`config.mk`:
```
export PLATFORM = sky130hd
export DESIGN_NAME = s32x_sdr_arb
export DESIGN_NICKNAME = d
export VERILOG_FILES = /design/src/rtl/s32x_sdr_arb_pkg.sv /design/src/rtl/s32x_sdr_req.sv /design/src/rtl/s32x_sdr_arb.sv
export SDC_FILE = /design/constraint.sdc
export NUM_CORES = 1
export LEC_CHECK = 0
export ABC_AREA = 1
export BUFFER_PORTS_ARGS = -buffer_cell sky130_fd_sc_hd__buf_2
export CAP_MARGIN = 20
export CORE_MARGIN = 5
export CORE_UTILIZATION = 50
export DETAILED_ROUTE_END_ITERATION = 10
export GPL_TIMING_DRIVEN = 0
export PLACE_DENSITY = 0.81
export SLEW_MARGIN = 10
export SYNTH_ARGS = -nofsm -noshare
export SYNTH_HDL_FRONTEND = slang
export SYNTH_SLANG_ARGS = --single-unit
```
`constraint.sdc`:
```
create_clock -name CLK -period 2.05 [get_ports CLK]
set_input_delay 0.1025 -clock CLK [delete_from_list [all_inputs] [get_ports CLK]]
set_output_delay 0.1025 -clock CLK [all_outputs]
set_load 0.01 [all_outputs]
```
`src/rtl/s32x_sdr_arb_pkg.sv`:
```
// Shared types and constants for the 32X SDRAM arbiter between the master and slave SH-2.
package s32x_sdr_arb_pkg;

  typedef enum logic [1:0] {IDLE, REQ, BUSY, DONE} sdr_arb_state_t;

  typedef enum bit {REQ_M, REQ_S} sdr_req_id_t;

  localparam logic [15:0] SDR_TIMEOUT_DATA = 16'hFFFF;

  function automatic sdr_req_id_t sdr_other_id(input sdr_req_id_t id);
    return (id == REQ_M) ? REQ_S : REQ_M;
  endfunction

endpackage

```
`src/rtl/s32x_sdr_req.sv`:
```
// Per-CPU front end: stalls a CS3 bus cycle with WAIT and raises pending until it is served.
module s32x_sdr_req (
  input  logic       CLK,
  input  logic       RST_N,
  input  logic       ce_f,
  input  logic       cs_n,
  input  logic       bs_n,
  input  logic       rd_wr_n,
  input  logic       rd_n,
  input  logic [1:0] dqm_n,
  input  logic       granted,
  input  logic       gnt_done,
  output logic       stall,
  output logic       pending,
  output logic       is_read
);

  logic stall_q, stall_d;
  logic pend_q, pend_d;
  logic served_q, served_d;
  logic rd_q, rd_d;
  logic rd_strobe, wr_strobe;

  always_comb begin
    rd_strobe = rd_wr_n & ~rd_n;
    wr_strobe = ~rd_wr_n & (dqm_n != 2'b11);
    stall_d   = stall_q;
    pend_d    = pend_q;
    served_d  = served_q;
    rd_d      = rd_q;
    if (ce_f) begin
      if (cs_n) begin
        served_d = 1'b0;
        // An aborted cycle is only dropped while nothing has been started for it.
        if (!granted) begin
          stall_d = 1'b0;
          pend_d  = 1'b0;
        end
      end else if (!served_q) begin
        if (!bs_n) stall_d = 1'b1;
        if (!pend_q && (stall_q || !bs_n) && (rd_strobe || wr_strobe)) begin
          pend_d = 1'b1;
          rd_d   = rd_strobe;
        end
      end
    end
    if (gnt_done) begin
      stall_d  = 1'b0;
      pend_d   = 1'b0;
      served_d = 1'b1;
    end
  end

  always_ff @(posedge CLK or negedge RST_N) begin
    if (!RST_N) begin
      stall_q  <= 1'b0;
      pend_q   <= 1'b0;
      served_q <= 1'b0;
      rd_q     <= 1'b0;
    end else begin
      stall_q  <= stall_d;
      pend_q   <= pend_d;
      served_q <= served_d;
      rd_q     <= rd_d;
    end
  end

  assign stall   = stall_q;
  assign pending = pend_q;
  assign is_read = rd_q;

endmodule

```
`src/rtl/s32x_sdr_arb.sv`:
```
// Round-robin arbiter and sequencer sharing the single SDRAM port between both SH-2 CPUs.
module s32x_sdr_arb
  import s32x_sdr_arb_pkg::*;
#(
  parameter int unsigned TIMEOUT = 255,
  parameter int unsigned TOW     = 8
) (
  input  logic        CLK,
  input  logic        RST_N,
  input  logic        CE_F,
  input  logic        M_CS_N,
  input  logic        S_CS_N,
  input  logic        M_BS_N,
  input  logic        S_BS_N,
  input  logic        M_RD_WR_N,
  input  logic        S_RD_WR_N,
  input  logic        M_RD_N,
  input  logic        S_RD_N,
  input  logic [1:0]  M_DQM_N,
  input  logic [1:0]  S_DQM_N,
  input  logic [16:0] M_A,
  input  logic [16:0] S_A,
  input  logic [15:0] M_DI,
  input  logic [15:0] S_DI,
  output logic [15:0] M_DO,
  output logic [15:0] S_DO,
  output logic        M_WAIT,
  output logic        S_WAIT,
  output logic [16:0] SDR_A,
  output logic [15:0] SDR_DO,
  input  logic [15:0] SDR_DI,
  output logic        SDR_CS,
  output logic [1:0]  SDR_WE,
  output logic        SDR_RD,
  input  logic        SDR_WAIT
);

  // Last REQ cycle index; the counter holds REQ cycles already spent.
  localparam logic [TOW-1:0] TimeoutLast = TOW'(TIMEOUT - 1);

  sdr_arb_state_t state_q, state_d;
  sdr_req_id_t    gnt_q, gnt_d;
  sdr_req_id_t    last_gnt_q, last_gnt_d;
  logic [TOW-1:0] cnt_q, cnt_d;
  logic           ws_q;
  logic [16:0]    addr_q, addr_d;
  logic [15:0]    wdata_q, wdata_d;
  logic           rd_lat_q, rd_lat_d;
  logic [1:0]     we_lat_q, we_lat_d;
  logic           sdr_cs_q, sdr_cs_d;
  logic           sdr_rd_q, sdr_rd_d;
  logic [1:0]     sdr_we_q, sdr_we_d;
  logic [15:0]    m_do_q, m_do_d;
  logic [15:0]    s_do_q, s_do_d;
  logic           active_d;

  logic m_pend, s_pend, m_is_read, s_is_read, m_stall, s_stall;
  logic m_granted, s_granted, m_done, s_done;

  assign m_granted = (state_q != IDLE) && (gnt_q == REQ_M);
  assign s_granted = (state_q != IDLE) && (gnt_q == REQ_S);
  assign m_done    = (state_q == DONE) && (gnt_q == REQ_M);
  assign s_done    = (state_q == DONE) && (gnt_q == REQ_S);

  s32x_sdr_req u_req_m (
    .CLK      (CLK),
    .RST_N    (RST_N),
    .ce_f     (CE_F),
    .cs_n     (M_CS_N),
    .bs_n     (M_BS_N),
    .rd_wr_n  (M_RD_WR_N),
    .rd_n     (M_RD_N),
    .dqm_n    (M_DQM_N),
    .granted  (m_granted),
    .gnt_done (m_done),
    .stall    (m_stall),
    .pending  (m_pend),
    .is_read  (m_is_read)
  );

  s32x_sdr_req u_req_s (
    .CLK      (CLK),
    .RST_N    (RST_N),
    .ce_f     (CE_F),
    .cs_n     (S_CS_N),
    .bs_n     (S_BS_N),
    .rd_wr_n  (S_RD_WR_N),
    .rd_n     (S_RD_N),
    .dqm_n    (S_DQM_N),
    .granted  (s_granted),
    .gnt_done (s_done),
    .stall    (s_stall),
    .pending  (s_pend),
    .is_read  (s_is_read)
  );

  always_comb begin
    state_d    = state_q;
    gnt_d      = gnt_q;
    last_gnt_d = last_gnt_q;
    cnt_d      = cnt_q;
    addr_d     = addr_q;
    wdata_d    = wdata_q;
    rd_lat_d   = rd_lat_q;
    we_lat_d   = we_lat_q;
    m_do_d     = m_do_q;
    s_do_d     = s_do_q;
    unique case (state_q)
      IDLE: begin
        if (m_pend || s_pend) begin
          if (m_pend && s_pend) gnt_d = sdr_other_id(last_gnt_q);
          else                  gnt_d = m_pend ? REQ_M : REQ_S;
          if (gnt_d == REQ_M) begin
            addr_d   = M_A;
            wdata_d  = M_DI;
            rd_lat_d = m_is_read;
            we_lat_d = m_is_read ? 2'b00 : ~M_DQM_N;
          end else begin
            addr_d   = S_A;
            wdata_d  = S_DI;
            rd_lat_d = s_is_read;
            we_lat_d = s_is_read ? 2'b00 : ~S_DQM_N;
          end
          cnt_d   = '0;
          state_d = REQ;
        end
      end
      REQ: begin
        if (ws_q) begin
          state_d = BUSY;
        end else if (cnt_q >= TimeoutLast) begin
          state_d = DONE;
          if (rd_lat_q) begin
            if (gnt_q == REQ_M) m_do_d = SDR_TIMEOUT_DATA;
            else                s_do_d = SDR_TIMEOUT_DATA;
          end
        end else if (cnt_q != {TOW{1'b1}}) begin
          cnt_d = cnt_q + TOW'(1);
        end
      end
      BUSY: begin
        if (!ws_q) begin
          state_d = DONE;
          if (rd_lat_q) begin
            if (gnt_q == REQ_M) m_do_d = SDR_DI;
            else                s_do_d = SDR_DI;
          end
        end
      end
      DONE: begin
        last_gnt_d = gnt_q;
        state_d    = IDLE;
      end
      default: state_d = IDLE;
    endcase
    // Strobes follow the next state so they rise together with the entry into REQ.
    active_d = (state_d == REQ) || (state_d == BUSY);
    sdr_cs_d = active_d;
    sdr_rd_d = active_d & rd_lat_d;
    sdr_we_d = active_d ? we_lat_d : 2'b00;
  end

  always_ff @(posedge CLK or negedge RST_N) begin
    if (!RST_N) begin
      state_q    <= IDLE;
      gnt_q      <= REQ_M;
      last_gnt_q <= REQ_S;
      cnt_q      <= '0;
      ws_q       <= 1'b0;
      addr_q     <= '0;
      wdata_q    <= '0;
      rd_lat_q   <= 1'b0;
      we_lat_q   <= '0;
      sdr_cs_q   <= 1'b0;
      sdr_rd_q   <= 1'b0;
      sdr_we_q   <= '0;
      m_do_q     <= '0;
      s_do_q     <= '0;
    end else begin
      state_q    <= state_d;
      gnt_q      <= gnt_d;
      last_gnt_q <= last_gnt_d;
      cnt_q      <= cnt_d;
      ws_q       <= SDR_WAIT;
      addr_q     <= addr_d;
      wdata_q    <= wdata_d;
      rd_lat_q   <= rd_lat_d;
      we_lat_q   <= we_lat_d;
      sdr_cs_q   <= sdr_cs_d;
      sdr_rd_q   <= sdr_rd_d;
      sdr_we_q   <= sdr_we_d;
      m_do_q     <= m_do_d;
      s_do_q     <= s_do_d;
    end
  end

  assign M_DO   = m_do_q;
  assign S_DO   = s_do_q;
  assign M_WAIT = m_stall;
  assign S_WAIT = s_stall;
  assign SDR_A  = addr_q;
  assign SDR_DO = wdata_q;
  assign SDR_CS = sdr_cs_q;
  assign SDR_RD = sdr_rd_q;
  assign SDR_WE = sdr_we_q;

endmodule
```
==> summary.md, run 1 <==
| Metric | Value |
|---|---|
| Clk sink count | `93` |
| Total power | `9.00 mW` |
| RR Endpoint | `cnt_q[0]` |
| CP max stage cell | `dfrtp_1` |
| Avg WL per Cell | `14.7 um` |
| Die Y | `106 um` |
| Antenna diodes | `0` |
| Reg-to-reg startpoint | `state_q[1]` |
| Flop2flop setup slack | `0.31 ns` |
| CTS tree | `built` |
| Final core utilization | `68.1%` |
| Worst vdd ir | `0.472 mV` |
| Largest family of logic cells by synthesized area | `simple AND/OR/NAND/NOR gates` |
| Max Fanout on Critical Path | `10` |
| DRT Pass-1 Iters | `5` |
| Least-Margin Pin Slew | `0.475 ns` |
| Skew final | `0.0125 ns` |
| Startpoint types | `flip-flop` |
| Share of cells above drive strength 1 | `31.6%` |
| Detailed router's first-iteration violation count | `234` |
| Area Growth Syn to Fin | `33.9%` |
| DRC Markers | `0` |
| Clock Tree Root | `clkbuf_8` |
| Layout Nets | `877` |
| Initial core utilization | `50.9%` |
| Critical Path Max Stage Delay | `0.48 ns` |
| Vias | `4624` |
| CTS buffer count | `9` |
| Vias in the first global route | `4517` |
| Clock Latency Late Sink | `0.36 ns` |
| RD Place Congestion | `0.879` |
| Pleak | `3.12 nW` |
| Die area | `11300 sq um` |
| Arr. time, crit path | `1.99 ns` |
| Pwr dens | `1440 nW/um^2` |
| Post-Synthesis Cell Area | `4660 sq um` |
| Simple-gate share of the synthesized area | `31.0%` |
| Synth Area in Compound Gates | `11.2%` |
| YS warnings | `0` |
| Fraction of registers with async set/reset | `100%` |
| WHS | `0.0119 ns` |
| Detailed Route WL | `13100 um` |
| Final hold viol count | `0` |
| XOR/XNOR share of the synthesized area | `0.188%` |
| Highest clock rate | `573 MHz` |
| Critical path class | `flip-flop to flip-flop` |
| Commonest non-fill, non-tap cell in the layout | `buf_2` |
| Routed Antenna Nets | `0` |
| Clock-pin transition on the worst setup and hold timing paths | `0.09 ns` |
| Commonest cells after routing, fill and taps aside | `buf_2 (176), nand2_1 (165), dfrtp_1 (92)` |
| Initial antenna violation count | `0` |
| Setup violators final | `0` |
| I/O pin total | `169` |
| RSZ-0062 raised after global routing | `false` |
| Slew headroom | `68.3%` |
| Sequential area share after synthesis | `50.0%` |
| CORE AREA | `9150 sq um` |
| Ys flop type | `dfrtp_1` |
| Synth cell types | `34` |
| Post-synth top area cell | `dfrtp_1` |
| Post-synth top area share | `49.4%` |
| Total grt overflow | `0` |
| Num rows | `35` |
| Global-route wire length before repair | `21500 um` |
| Detailed placement HPWL | `9740 um` |
| I/O Buffers | `168` |
| #FFs+latches synth | `93` |
| H-Tree Level Count | `3` |
| CP Capture Type | `flip-flop` |
| Cells after synthesis | `561` |
| Design area | `6230 sq um` |
| Area after DPL | `5670 sq um` |
| CTS max path bufs | `2` |
| Net count after synthesis | `661` |
| Final Max Tran Viols | `0` |
| CP required | `2.30 ns` |
| Number of synthesized flops with an enable pin | `0` |
| Worst min path class | `primary input to flip-flop` |
| Worst Setup SP | `state_q[1]` |
| Largest net degree at the start of global routing | `65` |
| CP cell instances | `inv_2 -> nand2_2 -> o21ai_1 -> nand3_2 -> buf_6 -> nand2_1 -> o21ai_2` |
| Outcome | `complete, no violations` |
| Vias/cell | `5.18` |
| Ranking of synthesized cells by area | `dfrtp_1 (49%), nand2_1 (13%), a21oi_1 (7.6%)` |
| DIE WIDTH | `106 um` |
| Adder-Cell Fraction of Synth Area | `0.537%` |
| Reg2Reg Depth | `7` |
| Post-cts resize count | `0` |
| Crit path to | `cnt_q[0]` |
| Crit share post-route | `85.1%` |
| Syn Area/Cell | `8.30 sq um` |
| Mux cell area share after synthesis | `0%` |
| Global-route usage over all layers | `23.6%` |
| Final Critical Period | `1.74 ns` |
| Max_cap viols | `0` |
[repair_timing]
action                                 CTS  global route
endpoints found under the hold margin   63             0
setup buffers                            0             0
hold buffers                            36             0
[cell usage after synthesis (2+ instances only)]
library cell,n
nand2_1,165
dfrtp_1,92
a21oi_1,71
nor2_1,48
nand4_1,34
inv_1,30
nand3_1,22
or2_2,11
buf_2,9
buf_6,9
o21ai_2,9
or2_1,9
o21ai_0,8
clkbuf_1,7
inv_2,4
nor2_4,4
buf_4,3
nand3_4,3
ha_1,2
nand2_2,2
nand2_4,2
nand3_2,2
nand3b_1,2
nor3_1,2
or2_0,2
[power by group]
group / leakage (nW) / internal (mW) / switching (mW)
combinational: 1.93 / 1.72 / 2.82
sequential: 1.09 / 2.70 / 0.501
clock: 0.103 / 0.606 / 0.662
total: 3.12 / 5.02 / 3.98
[registers in the layout, summed over array words and instances, names as in the netlist, 2 cells and up]
signal and count:
M_DO 16, SDR_A 17, SDR_DO 16, SDR_WE 2, S_DO 16, cnt_q 8
state_q 2, we_lat_q 2
[per-stage QoR]
step / setup slack, ns / setup TNS, ns / cells
finish: 0.306 / 0 / 893
global route: 0.226 / 0 / 893
CTS: 0.333 / 0 / 893
detailed placement: 0.378 / 0 / 841
global placement: -0.00913 / -0.254 / 840
floorplan: 0.600 / 0 / 561
[routing by layer]
metal	up-vias	share of wire, %	wire length (um)	GRT usage, %
li1	2267	-	-	-
met3	41	5.9	773	3.34
met2	181	50	6520	40.0
met4	0	3.8	497	11.6
met5	-	0	0	0
met1	2135	41	5340	29.6
[how the worst min path moves through the flow]
stage | to | cells after the start | from
after floorplan | M_DO[0] | 0 | RST_N
after global placement | ws_q | 1 | SDR_WAIT
after detailed placement | S_DO[9] | 1 | RST_N
after CTS | SDR_DO[15] | 3 | S_DI[15]
after global routing | SDR_A[4] | 3 | S_A[4]
final | SDR_DO[4] | 3 | M_DI[4]
[cell families after synthesis]
kind of cell,Yosys count
simple gates,309
fa+ha+maj,2
flops,93
buf+inv,63
xor+xnor,1
compound gates,93
[area by class of cell]
| type | count | area (sq um) |
|---|---|---|
| fillers | 750 | 2920 |
| flip-flops and latches | 93 | 2330 |
| multi-input cells | 405 | 2000 |
| repair buffers | 205 | 1230 |
| plain buffers | 28 | 195 |
| well taps | 111 | 139 |
| clock buffers | 10 | 138 |
| inverters | 35 | 131 |
| clock inverters | 6 | 68.8 |
[critical path, delay by kind of cell (launching register included)]
kind | cells | cell delay, ns
buf+inv | 2 | 0.36
compound gates | 2 | 0.37
simple gates | 3 | 0.43
flops | 1 | 0.48
Note: power is estimated with default switching activity, not from simulation.
==> inputs of run 2 (changes only) <==
- PLACE_DENSITY: 0.81 -> 0.91
==> run 2 against run 1 <==
First-iteration DRC count is 82% higher. Die area stayed put. Utilization is 0.94 points lower. Clock skew is 0.0055 ns higher. Flip-flop and latch count stayed put. Sequential share of layout area is 0.52 points higher. Combinational power is 2% higher. Via count is 4.3% higher. Final area is 1.4% lower. Critical path depth stayed put. Total power is 0.49% higher. Wire length is 5.8% higher. Highest routed layer unchanged.
==> summary.md, run 2 (synthesized netlist as in run 1, its figures left out) <==
| Metric | Value |
|---|---|
| Outcome | `complete, no violations` |
| Multi-input gate area | `2000 sq um` |
| P_int | `4.97 mW` |
| Largest register FFs | `17` |
| Clk pwr share | `13.5%` |
| Pwr dens | `1470 nW/um^2` |
| Avg WL per Cell | `15.7 um` |
| Detailed placement HPWL | `9840 um` |
| Setup TNS | `0 ns` |
| # fillers | `694` |
| CTS tree | `built` |
| Clock-pin transition on the worst setup and hold timing paths | `0.10 ns` |
| Final Critical Period | `1.74 ns` |
| Worst vdd ir | `0.596 mV` |
| Detailed Route WL | `13900 um` |
| Share of cells above drive strength 1 | `31.7%` |
| Skew final | `0.0179 ns` |
| Detailed router's first-iteration violation count | `427` |
| Total grt overflow | `0` |
| Vias/cell | `5.45` |
| Switch share | `45.1%` |
| Routed Antenna Nets | `0` |
| Worst min path class | `primary input to flip-flop` |
| Arr. time, crit path | `2.00 ns` |
| Sequential share of power | `35.5%` |
| FF/Latch Area | `2330 sq um` |
| RSZ-0062 raised after global routing | `false` |
| Clock Latency Late Sink | `0.36 ns` |
| Initial core utilization | `50.9%` |
| Met2 wire length | `7100 um` |
| Slew headroom | `58.2%` |
| CTS buffer count | `9` |
| I/O pin total | `169` |
| Post-route worst setup slack | `0.311 ns` |
| Dpl ws | `0.430 ns` |
| Met3 WL post-DR | `874 um` |
| Post-cts resize count | `0` |
| CTS max path bufs | `2` |
| CP required | `2.31 ns` |
| Initial antenna violation count | `0` |
| Die area | `11300 sq um` |
| Final Max Tran Viols | `0` |
| Commonest non-fill, non-tap cell in the layout | `buf_2` |
| Vias in the first global route | `4933` |
| Global-route wire length before repair | `23000 um` |
| Clk sink count | `93` |
| Crit share post-route | `84.8%` |
| Layout Nets | `870` |
| Commonest cells after routing, fill and taps aside | `buf_2 (176), nand2_1 (165), dfrtp_1 (92)` |
| Clock Tree Root | `clkbuf_8` |
| Highest clock rate | `575 MHz` |
| Final hold viol count | `0` |
| Comb power frac | `51.0%` |
| Met1 Routed Length | `5340 um` |
| Global-route usage over all layers | `24.9%` |
| H-Tree Level Count | `3` |
| CORE AREA | `9150 sq um` |
| Num rows | `35` |
| Least-Margin Pin Slew | `0.628 ns` |
| Antenna diodes | `0` |
| I/O Buffers | `168` |
| Critical path class | `flip-flop to flip-flop` |
| Area Growth Syn to Fin | `32.0%` |
| DRC Markers | `0` |
| DIE WIDTH | `106 um` |
| Sw Pwr | `4.08 mW` |
| Setup violators final | `0` |
| Largest net degree at the start of global routing | `48` |
| Startpoint types | `flip-flop` |
| Pleak | `3.08 nW` |
| Max Fanout on Critical Path | `10` |
| RD Place Congestion | `0.867` |
| Die Y | `106 um` |
| Max_cap viols | `0` |
| Highest routed layer | `met4` |
| CP Capture Type | `flip-flop` |
| Vias | `4822` |
| DRT Pass-1 Iters | `6` |
[run 2: cell count changes in the layout (fill, tap and decap cells not counted)]
cell	before	now
clkbuf_1	7	8
clkbuf_8	10	9
clkinv_2	1	0
clkinv_4	1	2
clkinvlp_4	1	2
dlygate4sd3_1	36	29
inv_6	2	0
[run 2: layout make-up]
cell class | count | area share, %
plain buffers | 28 | 3.18
repair buffers | 198 | 18.9
inverters | 35 | 2.14
multi-input cells | 405 | 32.6
well taps | 111 | 2.26
flip-flops and latches | 93 | 37.9
clock buffers | 10 | 2.08
clock inverters | 5 | 1.02
[run 2: stage by stage]
stage / instances / area, sq um / utilization, % / hold slack, ns / total power [mW]
global placement: 840 / 5640 / 61.6 / 0.223 / 7.50
detailed placement: 841 / 5670 / 61.9 / 0.154 / 7.73
finish: 885 / 6150 / 67.1 / 0.00473 / 9.04
global route: 885 / 6150 / 67.1 / 0.00377 / 9.75
CTS: 885 / 6150 / 67.1 / 0.000562 / 8.99
floorplan: 561 / 4660 / - / -0.193 / 6.09
[run 2: path summary, 6_finish.rpt]
kind | start | end | slack (ns) | cells past startpoint
setup / recovery | last_gnt_q | SDR_A[12] | 0.31 | 7
hold / removal | M_BS_N | u_req_m.stall | 0.005 | 4
setup reg to reg | last_gnt_q | SDR_A[12] | 0.31 | 7
hold reg to reg | S_DO[10] | S_DO[10] | 0.47 | 2
max in group asynchronous | RST_N | S_DO[7] | 1.08 | 3
min in group asynchronous | RST_N | SDR_A[10] | 0.29 | 2
[run 2: worst max-delay path, stage by stage (launching register included)]
cell and delay [ns]:
dfstp_2 0.52, inv_1 0.04, nand2_1 0.05, nand2_1 0.07, clkinv_1 0.18, clkbuf_1 0.40, nand2_1 0.12, a21oi_1 0.28
[run 2: power groups by stage]
stage	Clock, mW	Sequential (mW)	Combinational, mW
3_3_place_gp	0	3.18	4.32
5_1_grt	1.32	3.30	5.14
6_report	1.22	3.21	4.61
4_1_cts	1.23	3.19	4.57
2_1_floorplan	0	3.51	2.58
3_5_place_dp	0	3.22	4.50
[run 2: what timing repair did]
action / CTS / global route
hold endpoints to repair: 73 / 0
endpoints found under the setup margin: 0 / 0
hold buffers: 29 / 0
setup buffers: 0 / 0
[run 2: layer usage]
layer,vias to the layer above,track usage [%]
li1,2259,-
met1,2264,29.9
met2,242,43.7
met3,57,3.89
met4,0,12.1
met5,-,0
